$ cat src/rtl/sys_array_ctrl_if.sv
// rtl/sys_array_ctrl_if.sv - host/control bundle of the systolic-array operand-feed sequencer
interface sys_array_ctrl_if #(
    parameter int M  = 2,
    parameter int K  = 4,
    parameter int AW = 16
) ();
    logic            start;
    logic            abort;
    logic            busy;
    logic            done;
    logic            error;
    logic            acc_clr;
    logic [M-1:0]    a_vld;
    logic [M*AW-1:0] a_addr;
    logic [K-1:0]    b_vld;
    logic [K*AW-1:0] b_addr;
    logic [31:0]     cycle_cnt;

    // Host side: launches and cancels products, observes status and operand fetches
    modport master (
        output start, abort,
        input  busy, done, error, acc_clr, a_vld, a_addr, b_vld, b_addr, cycle_cnt
    );

    // Sequencer side
    modport slave (
        input  start, abort,
        output busy, done, error, acc_clr, a_vld, a_addr, b_vld, b_addr, cycle_cnt
    );
endinterface

$ cat src/rtl/sys_array_ctrl.sv
// rtl/sys_array_ctrl.sv - skewed operand-feed sequencer for an MxN by NxK systolic array
module sys_array_ctrl #(
    parameter int M      = 2,
    parameter int N      = 3,
    parameter int K      = 4,
    parameter int PE_LAT = 4,
    parameter int AW     = 16
) (
    input  logic              CLK,
    input  logic              nRST,
    sys_array_ctrl_if.slave   bus
);
    localparam int MK    = (M > K) ? M : K;
    localparam int T_LEN = N + MK - 1;
    localparam int D_LEN = PE_LAT + M + K - 2;
    localparam int TW    = $clog2(T_LEN) + 1;
    localparam int DW    = $clog2(D_LEN) + 1;

    typedef enum logic [2:0] {
        S_IDLE  = 3'd0,
        S_CLEAR = 3'd1,
        S_FEED  = 3'd2,
        S_DRAIN = 3'd3,
        S_DONE  = 3'd4
    } state_t;

    state_t          state_q, state_d;
    logic [TW-1:0]   t_q, t_d;
    logic [DW-1:0]   drain_q, drain_d;
    logic            error_q, error_d;
    logic            busy_q, busy_d;
    logic            done_q, done_d;
    logic            acc_clr_q, acc_clr_d;
    logic [M-1:0]    a_vld_q, a_vld_d;
    logic [M*AW-1:0] a_addr_q, a_addr_d;
    logic [K-1:0]    b_vld_q, b_vld_d;
    logic [K*AW-1:0] b_addr_q, b_addr_d;
    logic [31:0]     cycle_cnt_q, cycle_cnt_d;
    int              tt;

    // State register and registered outputs; reset returns everything to idle zeros
    always_ff @(posedge CLK) begin
        if (!nRST) begin
            state_q     <= S_IDLE;
            t_q         <= '0;
            drain_q     <= '0;
            error_q     <= 1'b0;
            busy_q      <= 1'b0;
            done_q      <= 1'b0;
            acc_clr_q   <= 1'b0;
            a_vld_q     <= '0;
            a_addr_q    <= '0;
            b_vld_q     <= '0;
            b_addr_q    <= '0;
            cycle_cnt_q <= '0;
        end else begin
            state_q     <= state_d;
            t_q         <= t_d;
            drain_q     <= drain_d;
            error_q     <= error_d;
            busy_q      <= busy_d;
            done_q      <= done_d;
            acc_clr_q   <= acc_clr_d;
            a_vld_q     <= a_vld_d;
            a_addr_q    <= a_addr_d;
            b_vld_q     <= b_vld_d;
            b_addr_q    <= b_addr_d;
            cycle_cnt_q <= cycle_cnt_d;
        end
    end

    // Next state, feed/drain counters and the sticky start-while-busy flag
    always_comb begin
        state_d = state_q;
        t_d     = t_q;
        drain_d = drain_q;
        error_d = error_q;
        case (state_q)
            S_IDLE: begin
                if (bus.start) begin
                    state_d = S_CLEAR;
                    error_d = 1'b0;
                end
            end
            S_CLEAR: begin
                state_d = S_FEED;
                t_d     = '0;
            end
            S_FEED: begin
                if (t_q == TW'(T_LEN - 1)) begin
                    state_d = S_DRAIN;
                    drain_d = '0;
                end else begin
                    t_d = t_q + TW'(1);
                end
            end
            S_DRAIN: begin
                if (drain_q == DW'(D_LEN - 1)) begin
                    state_d = S_DONE;
                end else begin
                    drain_d = drain_q + DW'(1);
                end
            end
            S_DONE: begin
                if (bus.start) begin
                    state_d = S_CLEAR;
                    error_d = 1'b0;
                end else begin
                    state_d = S_IDLE;
                end
            end
            default: state_d = S_IDLE;
        endcase
        // Abort wins over a simultaneous start; a lone start while busy is flagged
        if (state_q == S_CLEAR || state_q == S_FEED || state_q == S_DRAIN) begin
            if (bus.abort) begin
                state_d = S_IDLE;
            end else if (bus.start) begin
                error_d = 1'b1;
            end
        end
    end

    // Output values for the coming cycle, derived from the next state so they can be registered
    always_comb begin
        busy_d      = (state_d == S_CLEAR) || (state_d == S_FEED) || (state_d == S_DRAIN);
        done_d      = (state_d == S_DONE);
        acc_clr_d   = (state_d == S_CLEAR);
        a_vld_d     = '0;
        a_addr_d    = '0;
        b_vld_d     = '0;
        b_addr_d    = '0;
        tt          = int'(t_d);
        cycle_cnt_d = cycle_cnt_q;
        if (state_d == S_CLEAR) begin
            cycle_cnt_d = 32'd1;
        end else if (state_d != S_IDLE) begin
            cycle_cnt_d = cycle_cnt_q + 32'd1;
        end
        if (state_d == S_FEED) begin
            // Row i of A enters i cycles late; walks along the row (row-major A)
            for (int i = 0; i < M; i++) begin
                if (tt >= i && tt <= i + N - 1) begin
                    a_vld_d[i]              = 1'b1;
                    a_addr_d[i*AW +: AW]    = AW'(i * N + (tt - i));
                end
            end
            // Column j of B enters j cycles late; walks down the column (row-major B)
            for (int j = 0; j < K; j++) begin
                if (tt >= j && tt <= j + N - 1) begin
                    b_vld_d[j]              = 1'b1;
                    b_addr_d[j*AW +: AW]    = AW'((tt - j) * K + j);
                end
            end
        end
    end

    assign bus.busy      = busy_q;
    assign bus.done      = done_q;
    assign bus.error     = error_q;
    assign bus.acc_clr   = acc_clr_q;
    assign bus.a_vld     = a_vld_q;
    assign bus.a_addr    = a_addr_q;
    assign bus.b_vld     = b_vld_q;
    assign bus.b_addr    = b_addr_q;
    assign bus.cycle_cnt = cycle_cnt_q;
endmodule

$ cat src/flat_wrapper.sv
// flat-port wrapper written by rule: the top's interface ports become plain ports
module sys_array_ctrl_flat 
#(
    parameter int M      = 2,
    parameter int N      = 3,
    parameter int K      = 4,
    parameter int PE_LAT = 4,
    parameter int AW     = 16
)
  (CLK, nRST, bus_start, bus_abort, bus_busy, bus_done, bus_error, bus_acc_clr, bus_a_vld, bus_a_addr, bus_b_vld, bus_b_addr, bus_cycle_cnt);
  sys_array_ctrl_if #(.M(M), .K(K), .AW(AW)) bus_i ();
  input  logic CLK;
  input  logic nRST;
  input wire logic [$bits(bus_i.start)-1:0] bus_start;
  input wire logic [$bits(bus_i.abort)-1:0] bus_abort;
  output wire logic [$bits(bus_i.busy)-1:0] bus_busy;
  output wire logic [$bits(bus_i.done)-1:0] bus_done;
  output wire logic [$bits(bus_i.error)-1:0] bus_error;
  output wire logic [$bits(bus_i.acc_clr)-1:0] bus_acc_clr;
  output wire logic [$bits(bus_i.a_vld)-1:0] bus_a_vld;
  output wire logic [$bits(bus_i.a_addr)-1:0] bus_a_addr;
  output wire logic [$bits(bus_i.b_vld)-1:0] bus_b_vld;
  output wire logic [$bits(bus_i.b_addr)-1:0] bus_b_addr;
  output wire logic [$bits(bus_i.cycle_cnt)-1:0] bus_cycle_cnt;
  assign bus_i.start = bus_start;
  assign bus_i.abort = bus_abort;
  assign bus_busy = bus_i.busy;
  assign bus_done = bus_i.done;
  assign bus_error = bus_i.error;
  assign bus_acc_clr = bus_i.acc_clr;
  assign bus_a_vld = bus_i.a_vld;
  assign bus_a_addr = bus_i.a_addr;
  assign bus_b_vld = bus_i.b_vld;
  assign bus_b_addr = bus_i.b_addr;
  assign bus_cycle_cnt = bus_i.cycle_cnt;
  sys_array_ctrl #(.M(M), .N(N), .K(K), .PE_LAT(PE_LAT), .AW(AW)) u_core (.CLK(CLK), .nRST(nRST), .bus(bus_i));
endmodule
$ cat config.mk
export PLATFORM = sky130hd
export DESIGN_NAME = sys_array_ctrl_flat
export DESIGN_NICKNAME = d
export VERILOG_FILES = /design/src/rtl/sys_array_ctrl_if.sv /design/src/rtl/sys_array_ctrl.sv /design/src/flat_wrapper.sv
export SDC_FILE = /design/constraint.sdc
export NUM_CORES = 1
export LEC_CHECK = 0
export ABC_CLOCK_PERIOD_IN_PS = 3100
export CAP_MARGIN = 20
export CORE_ASPECT_RATIO = 1.5
export CORE_UTILIZATION = 41
export CTS_CLUSTER_SIZE = 16
export DETAILED_ROUTE_END_ITERATION = 10
export PLACE_DENSITY = 0.77
export SETUP_SLACK_MARGIN = 0.5
export SLEW_MARGIN = 20
export SYNTH_ARGS = -nofsm -noshare
export SYNTH_HDL_FRONTEND = slang
export SYNTH_SLANG_ARGS = --single-unit
$ cat constraint.sdc
create_clock -name CLK -period 3.1 [get_ports CLK]
set_clock_uncertainty 0.2 [all_clocks]
set_input_delay 0.31 -clock CLK [delete_from_list [all_inputs] [get_ports CLK]]
set_output_delay 0.31 -clock CLK [all_outputs]
set_load 0.005 [all_outputs]
# [Yosys cells after proc, flatten, opt, wreduce, memory -nomap -nowiden]
# Index checks and enable logic that the tools add are counted.
# Widths: inputs -> output; s select.
[totals] output_inout_bits=138 elab_cells=90 in_bits=4 register_bits=145
[op_classes] n_eq_ne=12 n_reduce_logical=19 n_mux=23 bitwise_logic=1 add_sub_neg=10 order_cmp=7
[ops] operator="$add 16x3->16 const B" n=2
[ops] operator="$add 32x1->32 const B" n=1
[ops] operator="$pmux 4 s2" n=2
[ops] operator="$mux 3" n=5
[ops] operator="$pmux 3 s5" n=1
[ops] operator="$reduce_and 3->1" n=5
[ops] operator="$eq 3x2->1 const B" n=4
[ops] operator="$mux 1" n=12
[ops] operator="$mux 4" n=3
[ops] operator="$sub 4x2->5 const B" n=2
[ops] operator="$add 4x1->4 const B" n=2
[ops] operator="$add 7x2->8 const B" n=1
[ops] operator="$eq 4x3->1 const B" n=2
[ops] operator="$ge 4x2->1 const B" n=2
[ops] operator="$le 4x2->1 const B" n=2
[ops] operator="$le 4x3->1 const B" n=2
[ops] operator="$add 3x5->6 const A" n=1
[ops] operator="$eq 3x1->1 const B" n=2
[ops] operator="$eq 3x3->1 const B" n=2
[ops] operator="$sub 4x1->5 const B" n=1
[ops] operator="$ge 4x1->1 const B" n=1
[ops] operator="$logic_or 1x1->1" n=4
[ops] operator="$reduce_bool 2->1" n=2
[ops] operator="$reduce_or 2->1" n=2
[ops] operator="7 further kinds" n=9

# [Longest topological paths before layout]
[depth] word_depth=8 ltp_mapped=13 mapped_depth_nobuf=13

# [Worst setup path before layout]
# No wires, ideal clock.
[synth_path] path_kind="reg-to-reg" start="reg u_core.t_q[0]" end="reg u_core.a_addr_q[30], in the netlist u_core.bus.a_addr[30]" t_arrival_ps=2719 path_stages_with_launch=13 setup_ps=91 slack_ps=90 synth_period_minus_slack_ps=3010 n_path_buf=1 required_time_ps=2809 cell_sequence="dfxtp_1 -> ha_1 -> and3b_1 -> o21a_1 -> o21ai_0 -> o21ai_1 -> inv_1 -> ha_1 -> ha_1 -> and4b_1 -> buf_2 -> nand2b_1 -> a311oi_1"
[synth_between] word_cells_on_any_way=15 cone_classes="3 x add/sub; 2 x order compare; 2 x eq/ne; 6 x mux; 2 x reduce/logical"
[synth_lines] element="from (decl)" line="sys_array_ctrl.sv:28" text="logic [TW-1:0] t_q, t_d;"
[synth_lines] element="from (signal assigned)" line="sys_array_ctrl.sv:58" text="t_q <= t_d;"
[synth_lines] element="$add 4x1->4 / $eq 4x3->1 (equally long branches)" line="sys_array_ctrl.sv:94, sys_array_ctrl.sv:90"
[synth_lines] element="$mux 4 *" line="sys_array_ctrl.sv:90" text="if (t_q == TW'(T_LEN - 1)) begin"
[synth_lines] element="$pmux 4 s2 *" line="sys_array_ctrl.sv:78" text="case (state_q)"
[synth_lines] element="net u_core.t_d[1]" line="sys_array_ctrl.sv:28"
[synth_lines] element="parallel branches: the longest is 3 deep, another holds $add 3x5->6"
[synth_lines] element="to (signal assigned)" line="sys_array_ctrl.sv:65" text="a_addr_q <= a_addr_d;"
[synth_lines] element="to (decl)" line="sys_array_ctrl.sv:35" text="logic [M*AW-1:0] a_addr_q, a_addr_d;"
# Mark *: on every way through the listed nets, which the timed path passes.
# A chain may end at the register's enable or synchronous reset.

# [Worst setup path in the final report]
[layout_path] start="reg u_core.t_q[1]" end="reg u_core.b_addr_q[34], in the netlist u_core.bus.b_addr[34]"
[layout_between] elab_chain_len=7 word_cells_on_any_way=15 cone_classes="3 x add/sub; 2 x order compare; 2 x eq/ne; 6 x mux; 2 x reduce/logical"
[layout_lines] element="parallel branches: the longest is 7 deep, another holds $add 16x3->16"
[layout_lines] element="to (signal assigned)" line="sys_array_ctrl.sv:67" text="b_addr_q <= b_addr_d;"
[layout_lines] element="to (decl)" line="sys_array_ctrl.sv:37" text="logic [K*AW-1:0] b_addr_q, b_addr_d;"
# Parallel ways; which one is timed is not known.

==> impl.org <==
** Min path
- Number of cells traversed by the worst hold path :: 2
- Hold Path Origin :: u_core.bus.cycle_cnt[31]
- The path class of the tightest hold or removal check is reg -> reg.
- The path with the worst hold slack has its endpoint at u_core.bus.cycle_cnt[31].

** Critical path
- Critical register-to-register path endpoint :: u_core.bus.b_addr[34]
- Critical path data arrival time :: 2.68 ns
- Data on the critical path is required at its endpoint by 3.18 ns.
- Setup slack on the worst flop-to-flop path :: 0.50 ns
- Setup crit start kind :: register
- Startpoint of the most critical register-to-register path :: u_core.t_q[1]
- The worst setup path is captured at a register.
- Critical path start-end classification :: reg -> reg
- Maximum fanout along the worst path :: 6
- Cell depth of the worst flop-to-flop path :: 11

** STA
- Static timing analysis puts the maximum clock frequency at 384.8 MHz.
- Pins Over Slew Limit :: 0
- Final worst-path cycle share :: 83.82%
- Minimum period implied by the final worst setup slack :: 2.599 ns
- The number of endpoints with negative hold slack in the final report was 0.
- After layout, the worst setup slack is 0.5014 ns.
- In the final timing run, aggregate negative setup slack is 0 ns.
- Setup violations remaining at the end of the flow were counted as 0.
- Setup repair after global routing missed its margin :: true

** Detailed routing
- The detail route stage leaves a number of antenna-violating nets equal to 0.
- The first routing iteration left 118 violations.
- Total routed wirelength :: 10070 um
- Number of iterations in the first detailed-routing pass :: 4
- Routed via count divided by cell count :: 5.294
- DR DRC count :: 0
- Per-cell routed wire length :: roughly 15 um
- Vias :: 3584

** Run
- Max-cap violations in this run came to 0.

** Die
- The die covers 10380 um2.
- Floorplan die height :: ~120 um
- Measured along the x axis, the die boundary spans around 84 um.
- The total area inside the core boundary comes to 9689 um2.
- The initial utilization of the core area, before any placement, comes to 42.20%.
- Number of core rows :: 44
- Total I/O pin count :: 142

** Final layout
- Number of nets in the layout :: 574
- P&R area growth vs syn :: 38.34%
- Layout cell share with drive strength beyond 1 :: 18.68%
- Non-Filler Instances :: a little under 700
- The number of antenna diodes in the final layout is 0.

** Global route
- Largest net degree at the start of global routing :: 33
- Remaining global-route overflow :: 0
- The first global-routing pass estimated 15870 um of wire.
- Overall Global Routing Usage :: between 10% and 20%
- Vias in the first global route :: 3247
- Antenna violations before repair :: 0

** Power and ir drop
- The analysis attributes to cell leakage a power of 2.009 nW.
- Dividing total power by cell area gives a power density of roughly 400 nW/um2.
- Across the VDD grid, the largest voltage drop is 298.8 uV.

** Synth
- Most common flop cell mapped by yosys :: dfxtp_1
- During synthesis, Yosys emitted a total of 0 warnings.
- The average instance in the mapped netlist occupies 9.006 um2.
- For this run, the register share of the synthesized area comes to between 30 and 40%.
- Post-Synthesis Cells :: 454
- Summed over its instances, the top area cell type makes up 38.68% of the synthesized netlist area.
- In this run the cell area of the synthesized design comes to a little over 4000 um2.
- Largest area contributor in the synthesized netlist :: dfxtp_1
- Post-synth EDFFs :: 0
- Proportion of register bits with asynchronous set or reset after synthesis :: 0%
- Register bit total from synthesis :: 79
- Synthesis instantiated 61 different standard cells from the library.
- Largest cells by area after synthesis :: dfxtp_1, buf_4, ha_1

** Place
- Placer's final routability congestion estimate :: roughly 0.88
- Detailed placement ended at an HPWL of approximately 7000 um.
- # placed instances :: roughly 630
- OpenSTA, run right after detailed placement, puts the worst setup slack at 0.08537 ns.
- Total of buffers placed on input and output ports :: around 120

** Clock network
- Post-CTS clock slew at the launch and capture registers of the worst setup and hold paths :: 0.06 ns
- Clock Latency Late Sink :: approximately 0.34 ns
- Counting along the longest clock path gives a buffer depth of 2.
- Total of hold buffers inserted after clock tree synthesis :: 0
- # clock sinks :: 79
- CTS placed an instance of clkbuf_16 at the clock tree root.
- TritonCTS built the clock tree.
- The H-tree generated during clock tree synthesis spans 3 levels.
- CTS buffer count :: 9

** Run status
- Result of the run :: completed
==> layer usage <==
layer,vias up,GRT usage [%],wire (um)
met5,-,0,0
met2,118,33.61,5409
li1,1739,-,-
met1,1704,21.11,3839
met3,23,3.446,525
met4,0,9.870,297
==> power by group <==
group / internal (W) / total, W / leakage, nW / switching (W)
Clock: 0.000645 / 0.00106 / 0.146 / 0.000418
Combinational: 0.0000607 / 0.000144 / 1.22 / 0.0000836
Sequential: 0.00102 / 0.00103 / 0.640 / 0.00000792
==> layout make-up <==
class / instances / area (um2)
inverters: 13 / 63.81
clock buffers: 11 / 242.7
flip-flops and latches: 79 / 1592
repair buffers: 154 / 1451
clock inverters: 5 / 56.30
fillers: 829 / 4033
multi-input cells: 300 / 2107
well taps: 115 / 143.9
==> cell usage after synthesis, types with 8 or more instances <==
cell,instances
a21oi_1,32
and2_1,8
buf_4,72
dfxtp_1,79
ha_1,13
inv_1,9
nand2_1,21
nand3_1,14
nand4_1,15
nor2_1,31
nor3_1,13
o21ai_0,17
o31ai_1,12
or3_1,13
or4_1,12
==> critical path: stages (launching register included) <==
cell and delay (ns):
dfxtp_2 0.32, buf_4 0.13, ha_1 0.20, a221o_1 0.40, and2_4 0.22, inv_6 0.09, ha_4 0.16, inv_1 0.07
o31ai_4 0.27, o2111ai_4 0.22, buf_4 0.19, nor2_1 0.07
==> registers in the layout, summed over array words and instances (netlist names) <==
name                  count
u_core.bus.a_addr         6
u_core.bus.acc_clr        1
u_core.bus.b_addr        22
u_core.bus.b_vld          4
u_core.bus.busy           1
u_core.bus.cycle_cnt     32
u_core.bus.done           1
u_core.bus.error          1
u_core.drain_q            4
u_core.state_q            3
u_core.t_q                4
==> layout by cell type, fill, tap and decap left out, types with 12 or more instances in the layout <==
master	Yosys	routed
dfxtp_1	79	75
nand3_1	14	13
nand4_1	15	15
nor2_1	31	31
conb_1	1	26
or3_1	13	13
buf_4	72	37
o31ai_1	12	12
or4_1	12	12
nand2_1	21	21
o21ai_0	17	15
a21oi_1	32	32
clkdlybuf4s50_1	0	115
==> per-stage QoR <==
stage / instance area, um2 / total power [W] / hold slack (ns) / util [%]
finish: 5657 / 0.002238 / 0.2854 / 58.38
global route: 5657 / 0.002312 / 0.3121 / 58.38
CTS: 5436 / 0.002240 / 0.2822 / 56.11
detailed placement: 4990 / 0.001174 / 0.2743 / 51.50
global placement: 4990 / 0.001171 / 0.2575 / 51.50
floorplan: 4248 / 0.001159 / 0.1881 / -
==> kinds of logic (layout without fill, tap and decap cells) <==
logic type	after synthesis	count (layout)	share of synthesized area, %
AND/OR/NAND/NOR	167	167	24.54
buffers and inverters	100	183	16.52
AO/OA/AOI/OAI	84	84	13.95
flip-flops	79	79	38.68
adder cells (fa/ha/maj)	13	13	3.978
XOR/XNOR	8	8	1.714
multiplexers	2	2	0.5202
other	1	26	0.09171
==> worst max-delay path by stage <==
stage / start / endpoint / slack (ns) / cells after the start
after floorplan: u_core.state_q[0] / u_core.bus.b_addr[52] / 0.51 / 9
after global placement: bus_abort / u_core.bus.cycle_cnt[31] / 0.12 / 5
after detailed placement: bus_abort / u_core.bus.cycle_cnt[31] / 0.09 / 5
after CTS: u_core.t_q[1] / u_core.bus.b_addr[46] / 0.46 / 11
after global routing: u_core.t_q[1] / u_core.bus.b_addr[34] / 0.44 / 11
final: u_core.t_q[1] / u_core.bus.b_addr[34] / 0.50 / 11
==> timing repair <==
| action | 4_1_cts | 5_1_grt |
|---|---|---|
| gates resized for setup | 18 | 15 |
| endpoints found under the setup margin | 41 | 33 |
| pin swaps | 4 | 11 |
| buffers inserted | 9 | 20 |
(Power assumes the default switching activity.)
